## config.mk

```make
export PLATFORM = sky130hd
export DESIGN_NAME = seg_fader_flat
export DESIGN_NICKNAME = d
export VERILOG_FILES = /design/src/rtl/seg_fader_if.sv /design/src/rtl/seg_fader.sv /design/src/flat_wrapper.sv
export SDC_FILE = /design/constraint.sdc
export NUM_CORES = 1
export LEC_CHECK = 0
export ABC_AREA = 0
export CAP_MARGIN = 20
export CELL_PAD_IN_SITES_DETAIL_PLACEMENT = 0
export CELL_PAD_IN_SITES_GLOBAL_PLACEMENT = 1
export CORE_MARGIN = 10
export CORE_UTILIZATION = 25
export CTS_BUF_LIST = sky130_fd_sc_hd__clkbuf_8
export DETAILED_ROUTE_END_ITERATION = 8
export PLACE_DENSITY_LB_ADDON = 0.1
export SKIP_LAST_GASP = 1
export SLEW_MARGIN = 40
export SYNTH_ARGS = -nofsm -noshare
export SYNTH_HDL_FRONTEND = slang
export SYNTH_SLANG_ARGS = --single-unit
```

## constraint.sdc

```tcl
create_clock -name i_clk -period 2.8 [get_ports i_clk]
set_clock_uncertainty 0.15 [all_clocks]
set_input_delay 0.28 -clock i_clk [delete_from_list [all_inputs] [get_ports i_clk]]
set_output_delay 0.28 -clock i_clk [all_outputs]
set_load 0.02 [all_outputs]
```

## src/rtl/seg_fader_if.sv

```systemverilog
// Pattern interface between the 7-segment generator, the fader and the pads.
// The master side drives the incoming pattern; the slave (fader) drives the blended output.
interface seg_fader_if;
   logic [6:0] i_segment;
   logic [6:0] o_segment;
   logic       o_busy;

   modport master (
      output i_segment,
      input  o_segment,
      input  o_busy
   );

   modport slave (
      input  i_segment,
      output o_segment,
      output o_busy
   );
endinterface

```

## src/rtl/seg_fader.sv

```systemverilog
// Cross-fade between successive 7-segment patterns using a per-segment PWM duty ramp.
// A two-stage synchroniser qualifies a new pattern; each fade steps the duty level up once per HOLD_PERIODS PWM periods.
module seg_fader #(
   parameter int unsigned PWM_BITS     = 4,
   parameter int unsigned HOLD_PERIODS = 2
) (
   input  logic        i_clk,
   input  logic        i_rst,
   seg_fader_if.slave  seg
);

   localparam int unsigned HOLD_W = (HOLD_PERIODS > 1) ? $clog2(HOLD_PERIODS) : 1;
   localparam logic [HOLD_W-1:0]   HOLD_LAST = HOLD_W'(HOLD_PERIODS - 1);
   localparam logic [PWM_BITS:0]   LVL_LAST  = (PWM_BITS + 1)'((1 << PWM_BITS) - 1);

   typedef enum logic {
      IDLE,
      FADE
   } state_t;

   state_t              state, state_nx;
   logic [6:0]          r_s1, r_s2;
   logic [6:0]          r_old, r_new, r_out;
   logic [6:0]          old_nx, new_nx, out_nx;
   logic [PWM_BITS-1:0] r_pwm, pwm_nx;
   logic [PWM_BITS:0]   r_lvl, lvl_nx;
   logic [HOLD_W-1:0]   r_hold, hold_nx;
   logic                cand_valid;
   logic                pwm_on;

   assign cand_valid    = (r_s2 == r_s1);
   // Level is one bit wider so it can express "all phases on" without aliasing to zero.
   assign pwm_on        = ({1'b0, r_pwm} < r_lvl);
   assign seg.o_segment = r_out;
   assign seg.o_busy    = (state == FADE);

   always_ff @(posedge i_clk) begin
      if (i_rst) begin
         state  <= IDLE;
         r_s1   <= '0;
         r_s2   <= '0;
         r_old  <= '0;
         r_new  <= '0;
         r_out  <= '0;
         r_pwm  <= '0;
         r_lvl  <= '0;
         r_hold <= '0;
      end else begin
         state  <= state_nx;
         r_s1   <= seg.i_segment;
         r_s2   <= r_s1;
         r_old  <= old_nx;
         r_new  <= new_nx;
         r_out  <= out_nx;
         r_pwm  <= pwm_nx;
         r_lvl  <= lvl_nx;
         r_hold <= hold_nx;
      end
   end

   always_comb begin
      state_nx = state;
      old_nx   = r_old;
      new_nx   = r_new;
      out_nx   = r_new;
      pwm_nx   = r_pwm;
      lvl_nx   = r_lvl;
      hold_nx  = r_hold;

      case (state)
         IDLE: begin
            if (cand_valid && (r_s2 != r_new)) begin
               old_nx   = r_new;
               new_nx   = r_s2;
               pwm_nx   = '0;
               lvl_nx   = '0;
               hold_nx  = '0;
               state_nx = FADE;
            end
         end

         FADE: begin
            for (int unsigned i = 0; i < 7; i++) begin
               out_nx[i] = pwm_on ? r_new[i] : r_old[i];
            end
            pwm_nx = r_pwm + PWM_BITS'(1);
            if (r_pwm == '1) begin
               if (r_hold == HOLD_LAST) begin
                  hold_nx = '0;
                  // Leaving from the top level means no cycle is ever spent at full duty.
                  if (r_lvl == LVL_LAST) begin
                     lvl_nx   = '0;
                     state_nx = IDLE;
                  end else begin
                     lvl_nx = r_lvl + (PWM_BITS + 1)'(1);
                  end
               end else begin
                  hold_nx = r_hold + HOLD_W'(1);
               end
            end
         end

         default: state_nx = IDLE;
      endcase
   end

endmodule

```

## src/flat_wrapper.sv

```systemverilog
// flat-port wrapper written by rule: the top's interface ports become plain ports
module seg_fader_flat 
#(
   parameter int unsigned PWM_BITS     = 4,
   parameter int unsigned HOLD_PERIODS = 2
)
  (i_clk, i_rst, seg_i_segment, seg_o_segment, seg_o_busy);
  seg_fader_if seg_i ();
  input  logic i_clk;
  input  logic i_rst;
  input wire logic [$bits(seg_i.i_segment)-1:0] seg_i_segment;
  output wire logic [$bits(seg_i.o_segment)-1:0] seg_o_segment;
  output wire logic [$bits(seg_i.o_busy)-1:0] seg_o_busy;
  assign seg_i.i_segment = seg_i_segment;
  assign seg_o_segment = seg_i.o_segment;
  assign seg_o_busy = seg_i.o_busy;
  seg_fader #(.PWM_BITS(PWM_BITS), .HOLD_PERIODS(HOLD_PERIODS)) u_core (.i_clk(i_clk), .i_rst(i_rst), .seg(seg_i));
endmodule
```

# Word level (Yosys, flattened, before mapping)

Index checks and enable logic that the tools add are counted.

Multiplexer cells: 24
Reduce and logical (&&, ||, !) cells: 4
Add/sub/neg operators: 3
Equal/unequal tests: 7
$lt $le $gt $ge: 1
Bitwise gates (word level): 1

Operators with widths:

| operator              | count |
|---|---|
| $mux W5               | 4 |
| $mux W1               | 14 |
| $pmux W5 S2           | 1 |
| $pmux W4 S2           | 1 |
| $eq A7 B7 Y1          | 1 |
| $mux W7               | 1 |
| $ne A7 B7 Y1          | 1 |
| $add A5 B1 Y5 const B | 1 |
| $eq A5 B4 Y1 const B  | 1 |
| $lt A4 B5 Y1          | 1 |
| $add A4 B1 Y4 const B | 1 |
| $eq A4 B4 Y1 const B  | 1 |
| $mux W4               | 1 |
| $ne A2 B2 Y1 const B  | 2 |
| $pmux W1 S2           | 2 |
| $reduce_and A2 Y1     | 2 |
| $reduce_and A3 Y1     | 1 |
| $ne A2 B1 Y1 const B  | 1 |
| $add A1 B1 Y1 const B | 1 |
| $logic_and A1 B1 Y1   | 1 |
| $not A1 Y1            | 1 |

Register bits after elaboration: 46
Input bits: 9
Output and inout bits: 8

# Depth between registers and ports, before layout

Gate-level depths: netlist of the first run.

Word-level depth: 5
Gate-level depth with buffers: 7

# Least setup slack after synthesis of the first run

OpenSTA, ideal clock, no wires.

Kind: register -> register
From: reg u_core.state (netlist: u_core.seg.o_busy)
To: reg u_core.r_new[2]
Library setup time: 0.115 ns
Slack: 0.837 ns
Cell stages (with the launch flop): 7
Arrival: 1.697 ns
Path through: dfxtp_1 > buf_2 > or4_4 > a211oi_4 > buf_6 > nor2_1 > a31o_1

Cells in the longest elaborated chain, start to end: 2

RTL lines:

| what                        | line            | RTL |
|---|---|---|
| start, declared             | seg_fader.sv:21 | `state_t state, state_nx;` |
| start signal, assigned      | seg_fader.sv:49 | `state <= state_nx;` |
| $not A1 Y1                  | n/a             |  |
| $reduce_and A2 Y1 (no line) | n/a             |  |
| end signal, assigned        | seg_fader.sv:53 | `r_new <= new_nx;` |
| end, declared               | seg_fader.sv:23 | `logic [6:0] r_old, r_new, r_out;` |

Every way passes these cells.
A chain may end at the register's enable or synchronous reset.

# Final worst setup path of the first run

From: reg u_core.r_s2[4]
To: reg u_core.r_new[1]

Cells in the longest elaborated chain, start to end: 3
Elaborated cells on any way between the ends: 4
Those cells by class: 2 x eq/ne; 2 x reduce/logical

RTL lines:

| what                                         | line                             | RTL |
|---|---|---|
| start, declared                              | seg_fader.sv:22                  | `logic [6:0] r_s1, r_s2;` |
| start signal, assigned                       | seg_fader.sv:51                  | `r_s2 <= r_s1;` |
| $eq A7 B7 Y1 or $ne A7 B7 Y1 (tied branches) | seg_fader.sv:31, seg_fader.sv:72 |  |
| $logic_and A1 B1 Y1 *                        | seg_fader.sv:72                  | `if (cand_valid && (r_s2 != r_new)) begin` |
| $reduce_and A2 Y1 (no line) *                | n/a                              |  |

Mark *: on every way between the ends. The rest lies on a longest branch, timed or not.

==> results.json, run 1 <==
{
  "fin_nets": 230,
  "worst_pin_slew_ns": 0.704,
  "maxCapViolCount": 0,
  "hpwl_mm": 3.13,
  "crit_type": "register to register",
  "synth_xor_area_share_pct": 6.18,
  "row_count": 32,
  "crit_chain": "xor2_1, or4_4, a211oi_4, buf_4, nor2_1, a31o_2",
  "clock-root-buffer": "clkbuf_8",
  "die_w_um": 109,
  "async_reset_ff_share_pct": 0,
  "netlist_instances": 199,
  "yosys_most_used_dff": "dfxtp_1",
  "clock_latency_ns": 0.30,
  "synth-compound-area-share_pct": 12.4,
  "numCtsBuffers": 5,
  "leakage_nw": 0.913,
  "die_y_um": 109,
  "slowest_delay_ns": 0.53,
  "synth_edf_count": 0,
  "drive_gt1_share_pct": 10.6,
  "syn_area_per_cell_um2": 9.98,
  "ys_seq_area_share_pct": 46.4,
  "slew_violations": 0,
  "hold_buffers": 0,
  "cp.required_ns": 2.85,
  "start_util_pct": 25.7,
  "relSlewSlack_pct": 52.8,
  "hold_path.class": "register to register",
  "cts_htree_levels": 2,
  "placement.cell_area_um2": 2250,
  "critical_path.slowest_cell": "or4_4",
  "grt_overflow": 0,
  "peakVddDrop_v": 0.000246,
  "cts.reportedPaths.clkPinSlew_ns": 0.09,
  "final_cell_count_no_fill": 319,
  "grt_use_total_pct": 7.59,
  "ant_nets": 0,
  "worstPathMaxFanout": 18,
  "synthSimpleGateAreaFrac_pct": 20.5,
  "setup.worst_path.start_class": "register",
  "status": "finished, final reports clean",
  "io_pins": 17,
  "fmax_mhz": 463,
  "cts_buffer_depth": 2,
  "viasPerCell": 4.45,
  "grt_pass1_vias": 1434,
  "drt-initial-drc-count": 55,
  "muxShareOfSynthArea_pct": 7.62,
  "synthTopCellsByArea": "dfxtp_1 46%, mux2i_1 7.1%, nor2b_1 4.7%",
  "ys_types": 40,
  "holdWs_ns": 0.327,
  "yosys_register_bits": 46,
  "ctsResizeCount": 0,
  "synth_nets": 213,
  "drc": 0,
  "finalPower_mw": 1.20,
  "port_buffers": 16,
  "p_sw_share_pct": 25.5,
  "power.clock.fraction_pct": 34.6,
  "avgRoutedWirePerCell_um": 13.1,
  "cp_top_family": "simple AND/OR/NAND/NOR gates",
  "p_per_area_nw_per_um2": 511,
  "tns_ns": 0,
  "synth-adder-area-share_pct": 3.15,
  "synth_largest_area_cell": "dfxtp_1",
  "firstDrtPassIters": 5,
  "totalWireLength_mm": 4.19,
  "endpoint_kind": "register",
  "fp.dieArea_um2": 11900,
  "combPwrFrac_pct": 8.7,
  "setup-violations-final": 0,
  "yosysTopAreaCellShare_pct": 46.4,
  "antenna_found_initial": 0,
  "period_share_pct": 77.1,
  "rsz0062_at_grt": "false",
  "synth_warnings": 0,
  "synth_top_family_by_area": "simple AND/OR/NAND/NOR gates",
  "critPathBufInv": 1,
  "finalHoldViolations": 0,
  "cts_sinks": 46,
  "core_area_um2": 7730,
  "crit_arrival_ns": 2.21,
  "grt_max_degree": 28,
  "grt_pass1_wl_mm": 7.02,
  "syn-cell-area_um2": 1990,
  "gp_congestion": 0.761,
  "p_int_mw": 0.890,
  "pwr-share-seq_pct": 56.7,
  "p_switching_mw": 0.305,
  "finalInstanceArea_um2": 2340,
  "cts_tree": "done",
  "diodes": 0,
  "vias": 1419,
  "dpl.cell_count": 311,
  "syn2layout_area_growth_pct": 17.8,
  "period_minus_slack_ns": 2.16,
  "postCtsSetupBuffers": 0
}
[registers in the layout, summed over array words and instances (netlist names)]
signal	count
u_core.r_hold	1
u_core.r_s1	7
u_core.r_lvl	5
u_core.r_pwm	4
u_core.seg.o_segment	7
u_core.r_old	7
u_core.seg.o_busy	1
u_core.r_s2	7
u_core.r_new	7
[cell type report]
type / instances / area (um^2)
multi-input combinational: 137 / 988
clock buffer: 5 / 68.8
timing repair buffer: 20 / 190
tap: 102 / 128
inverter: 6 / 22.5
fill: 804 / 5390
clock inverter: 3 / 21.3
sequential: 46 / 921
[power by group through the flow]
stage                     Combinational (mW)  Sequential, mW  Clock [mW]
after floorplan                       0.0755           0.691           0
after global placement                 0.104           0.693           0
after detailed placement               0.106           0.693           0
after CTS                              0.106           0.678       0.428
after global routing                   0.115           0.679       0.465
final                                  0.104           0.677       0.413
[kinds of logic after synthesis]
logic type                 Yosys count
adders and majority gates            5
DFF                                 46
and+or+nand+nor                     73
muxes                               15
xor gates and xnor gates            14
buffers and inverters               16
AOI/OAI and AO/OA                   30
[cells in the final DEF (no fill, tap or decap), drive strengths merged]
cell           instances
a2111oi                1
a211oi                 3
a21oi                  7
a22oi                  1
a31o                   7
a31oi                  1
and3                   8
buf                    4
clkbuf                 5
clkdlybuf4s50         16
clkinv                 3
clkinvlp               1
dfxtp                 46
ha                     5
inv                    5
mux2                   1
mux2i                 14
nand2                 19
nand2b                 2
nand3                  4
nand3b                 2
nand4                  1
nor2                  11
nor2b                 15
nor3                   3
nor3b                  1
nor4                   1
nor4b                  1
o21ai                  3
o22ai                  2
o31a                   1
o31ai                  1
o41ai                  3
or3                    3
or3b                   1
or4                    1
xnor2                  4
xor2                  10
[worst reg2reg max path, delay by kind of cell (launching register included)]
| family | cells | cell delay [ns] |
|---|---|---|
| buffers and inverters | 1 | 0.32 |
| DFF | 1 | 0.34 |
| and+or+nand+nor | 2 | 0.61 |
| xor gates and xnor gates | 1 | 0.18 |
| AOI/OAI and AO/OA | 2 | 0.46 |
[through the flow]
stage          util (%)  setup slack (ns)
3_3_place_gp       29.1             0.645
6_report           30.3             0.642
2_1_floorplan         -             0.837
4_1_cts            30.3             0.630
5_1_grt            30.3             0.534
3_5_place_dp       29.1             0.618
[cell usage after synthesis (3+ instances only)]
cell	count
xnor2_1	4
nor2b_1	15
a21oi_1	7
xor2_1	10
mux2i_1	14
nand2_1	19
inv_1	5
or3_1	3
and3_1	8
nand3_1	4
ha_1	5
clkbuf_1	7
o21ai_0	3
o41ai_1	3
a31o_1	5
nor2_1	11
dfxtp_1	46
[metal layers]
layer	wire length (um)	GRT usage (%)	vias up
met4	61	2.82	0
met2	1910	12.2	19
met1	2040	9.15	672
met5	0	0	-
li1	-	-	724
met3	177	2.65	4
[path summary, 6_finish.rpt]
| check | start | end | slack (ns) | cells after the start |
|---|---|---|---|---|
| hold / removal | u_core.r_old[2]$_SDFFE_PP0P_ | u_core.r_old[2]$_SDFFE_PP0P_ | 0.33 | 2 |
| setup reg to reg | u_core.r_s2[4]$_SDFF_PP0_ | u_core.r_new[1]$_SDFFE_PP0P_ | 0.64 | 6 |
| hold reg to reg | u_core.r_old[2]$_SDFFE_PP0P_ | u_core.r_old[2]$_SDFFE_PP0P_ | 0.33 | 2 |
| setup / recovery | u_core.r_s2[4]$_SDFF_PP0_ | u_core.r_new[1]$_SDFFE_PP0P_ | 0.64 | 6 |
No activity file was read; power rests on OpenSTA's default activity.
==> run 2: changes to the inputs <==
==> constraint.sdc (replaced) <==
create_clock -name i_clk -period 1.9 [get_ports i_clk]
set_clock_uncertainty 0.15 [all_clocks]
set_input_delay 0.19 -clock i_clk [delete_from_list [all_inputs] [get_ports i_clk]]
set_output_delay 0.19 -clock i_clk [all_outputs]
set_load 0.02 [all_outputs]
==> run 2 against run 1 <==
Net effect: sequential share of layout area shrank 3.5 points; non-clock buffer count is 16 higher; total power up 62%; hold slack worse by 0.035 ns; critical path depth unchanged; clock-buffer cell count unchanged; routed wire length increased by 1.2%; combinational power is 110% higher; the flow now finishes with violations (setup timing); register-to-register slack worse by 0.66 ns; final area grew 11%; global-route usage increased by 0.29 points; setup slack got worse by 0.66 ns.
==> results.json, run 2 (same netlist as run 1, synthesis figures left out) <==
{
  "grt_overflow": 0,
  "fin_ws_ns": -0.0156,
  "final_cell_mix": "38 x dfxtp_1, 19 x nand2_1, 16 x buf_4",
  "cts_sinks": 46,
  "avgRoutedWirePerCell_um": 12.7,
  "die_w_um": 109,
  "peakVddDrop_v": 0.000340,
  "fmax_mhz": 522,
  "diodes": 0,
  "totalWireLength_mm": 4.24,
  "cts.reportedPaths.clkPinSlew_ns": 0.09,
  "p_per_area_nw_per_um2": 744,
  "row_count": 32,
  "holdWs_ns": 0.291,
  "drt-initial-drc-count": 57,
  "leakage_nw": 1.04,
  "clock_latency_ns": 0.30,
  "hpwl_mm": 3.11,
  "final_core_util_pct": 33.6,
  "p_int_mw": 1.48,
  "hold_buffers": 0,
  "die_y_um": 109,
  "worstPathMaxFanout": 8,
  "p_switching_mw": 0.451,
  "fin_nets": 246,
  "io_pins": 17,
  "grt_use_total_pct": 7.88,
  "crit_arrival_ns": 1.99,
  "combPwrFrac_pct": 11.0,
  "vias": 1502,
  "drc": 0,
  "period_minus_slack_ns": 1.92,
  "period_share_pct": 101,
  "cp.required_ns": 1.98,
  "maxCapViolCount": 0,
  "port_buffers": 16,
  "crit_type": "register to register",
  "cts_htree_levels": 2,
  "cts_tree": "done",
  "status": "finished, violations left",
  "cts_buffer_depth": 2,
  "gp_congestion": 0.727,
  "worst_pin_slew_ns": 0.348,
  "tns_ns": -0.0350,
  "syn2layout_area_growth_pct": 30.9,
  "fill_cells": 786,
  "violations": "setup timing",
  "p_sw_share_pct": 23.3,
  "relSlewSlack_pct": 76.7,
  "numCtsBuffers": 5,
  "hold_path.class": "primary input to register",
  "setup-violations-final": 4,
  "start_util_pct": 25.7,
  "setup.worst_path.start_class": "register",
  "endpoint_kind": "register",
  "slew_violations": 0,
  "grt_pass1_wl_mm": 7.46,
  "clock-root-buffer": "clkbuf_8",
  "firstDrtPassIters": 4,
  "pwr-share-seq_pct": 51.5,
  "final_common_cell": "dfxtp_1",
  "grt_pass1_vias": 1532,
  "fp.dieArea_um2": 11900,
  "viasPerCell": 4.48,
  "grt_max_degree": 28,
  "antenna_found_initial": 0,
  "finalHoldViolations": 0,
  "rsz0062_at_grt": "true",
  "drive_gt1_share_pct": 22.7,
  "core_area_um2": 7730,
  "power.clock.fraction_pct": 37.4,
  "ant_nets": 0
}
[run 2: changes by cell type in the layout (fill, tap and decap cells not counted), sizes merged]
cell / delta
clkdlybuf4s50: -1
dlymetal6s2s: +1
buf: +16
clkinv: -2
bufinv: +1
clkinvlp: -1
inv: +2
[run 2: timing repair]
item | CTS | global route
endpoints found under the setup margin | 16 | 28
gates resized for setup | 9 | 12
pin swaps | 7 | 3
buffers inserted | 2 | 1
gates cloned | 0 | 0
[run 2: worst max-delay path, cell delays in order, from the launching register on]
cell and delay (ns):
dfxtp_2 0.33, xor2_1 0.16, or4_4 0.53, a211oi_4 0.21
buf_6 0.17, buf_12 0.12, mux2i_1 0.18
[run 2: path summary, 6_finish.rpt]
| path | startpoint | endpoint | slack, ns | cells after the start |
|---|---|---|---|---|
| worst max-delay path | u_core.r_s2[4]$_SDFF_PP0_ | u_core.r_old[4]$_SDFFE_PP0P_ | -0.02 | 6 |
| worst min-delay path | seg_i_segment[1] | u_core.r_s1[1]$_SDFF_PP0_ | 0.29 | 2 |
| worst min register to register | u_core.r_old[3]$_SDFFE_PP0P_ | u_core.r_old[3]$_SDFFE_PP0P_ | 0.32 | 2 |
| worst max register to register | u_core.r_s2[4]$_SDFF_PP0_ | u_core.r_old[4]$_SDFFE_PP0P_ | -0.02 | 6 |
[run 2: power groups by stage]
stage               clock [mW]  sequential (mW)  combinational (mW)
detailed placement           0             1.02               0.189
global route             0.795             1.00               0.234
finish                   0.724            0.997               0.214
floorplan                    0             1.02               0.113
global placement             0             1.02               0.189
CTS                      0.756            0.997               0.211
[run 2: routing by layer]
| metal | track usage [%] | up-vias | part of all wire (%) |
|---|---|---|---|
| met5 | 0 | - | 0 |
| met4 | 2.54 | 0 | 1.1 |
| met3 | 2.54 | 5 | 4.1 |
| met2 | 11.8 | 21 | 43 |
| met1 | 10.5 | 724 | 52 |
| li1 | - | 752 | - |
[run 2: through the flow]
step                      cells  total power [mW]  worst slack, ns  area [um^2]
after floorplan             199              1.13          -0.0309         2000
after global placement      325              1.21          -0.0459         2380
after detailed placement    325              1.21          -0.0817         2380
after CTS                   334              1.96          -0.0395         2550
after global routing        335              2.03          -0.0972         2600
final                       335              1.94          -0.0156         2600
[run 2: area by class of cell]
type / count / area, um^2 / share of cell area, %
multi-input cells: 137 / 1060 / 40.9
flip-flops and latches: 46 / 933 / 35.9
repair buffers: 36 / 345 / 13.3
clock buffers: 5 / 68.8 / 2.65
inverters: 6 / 22.5 / 0.866
well taps: 102 / 128 / 4.91
clock inverters: 3 / 40.0 / 1.54
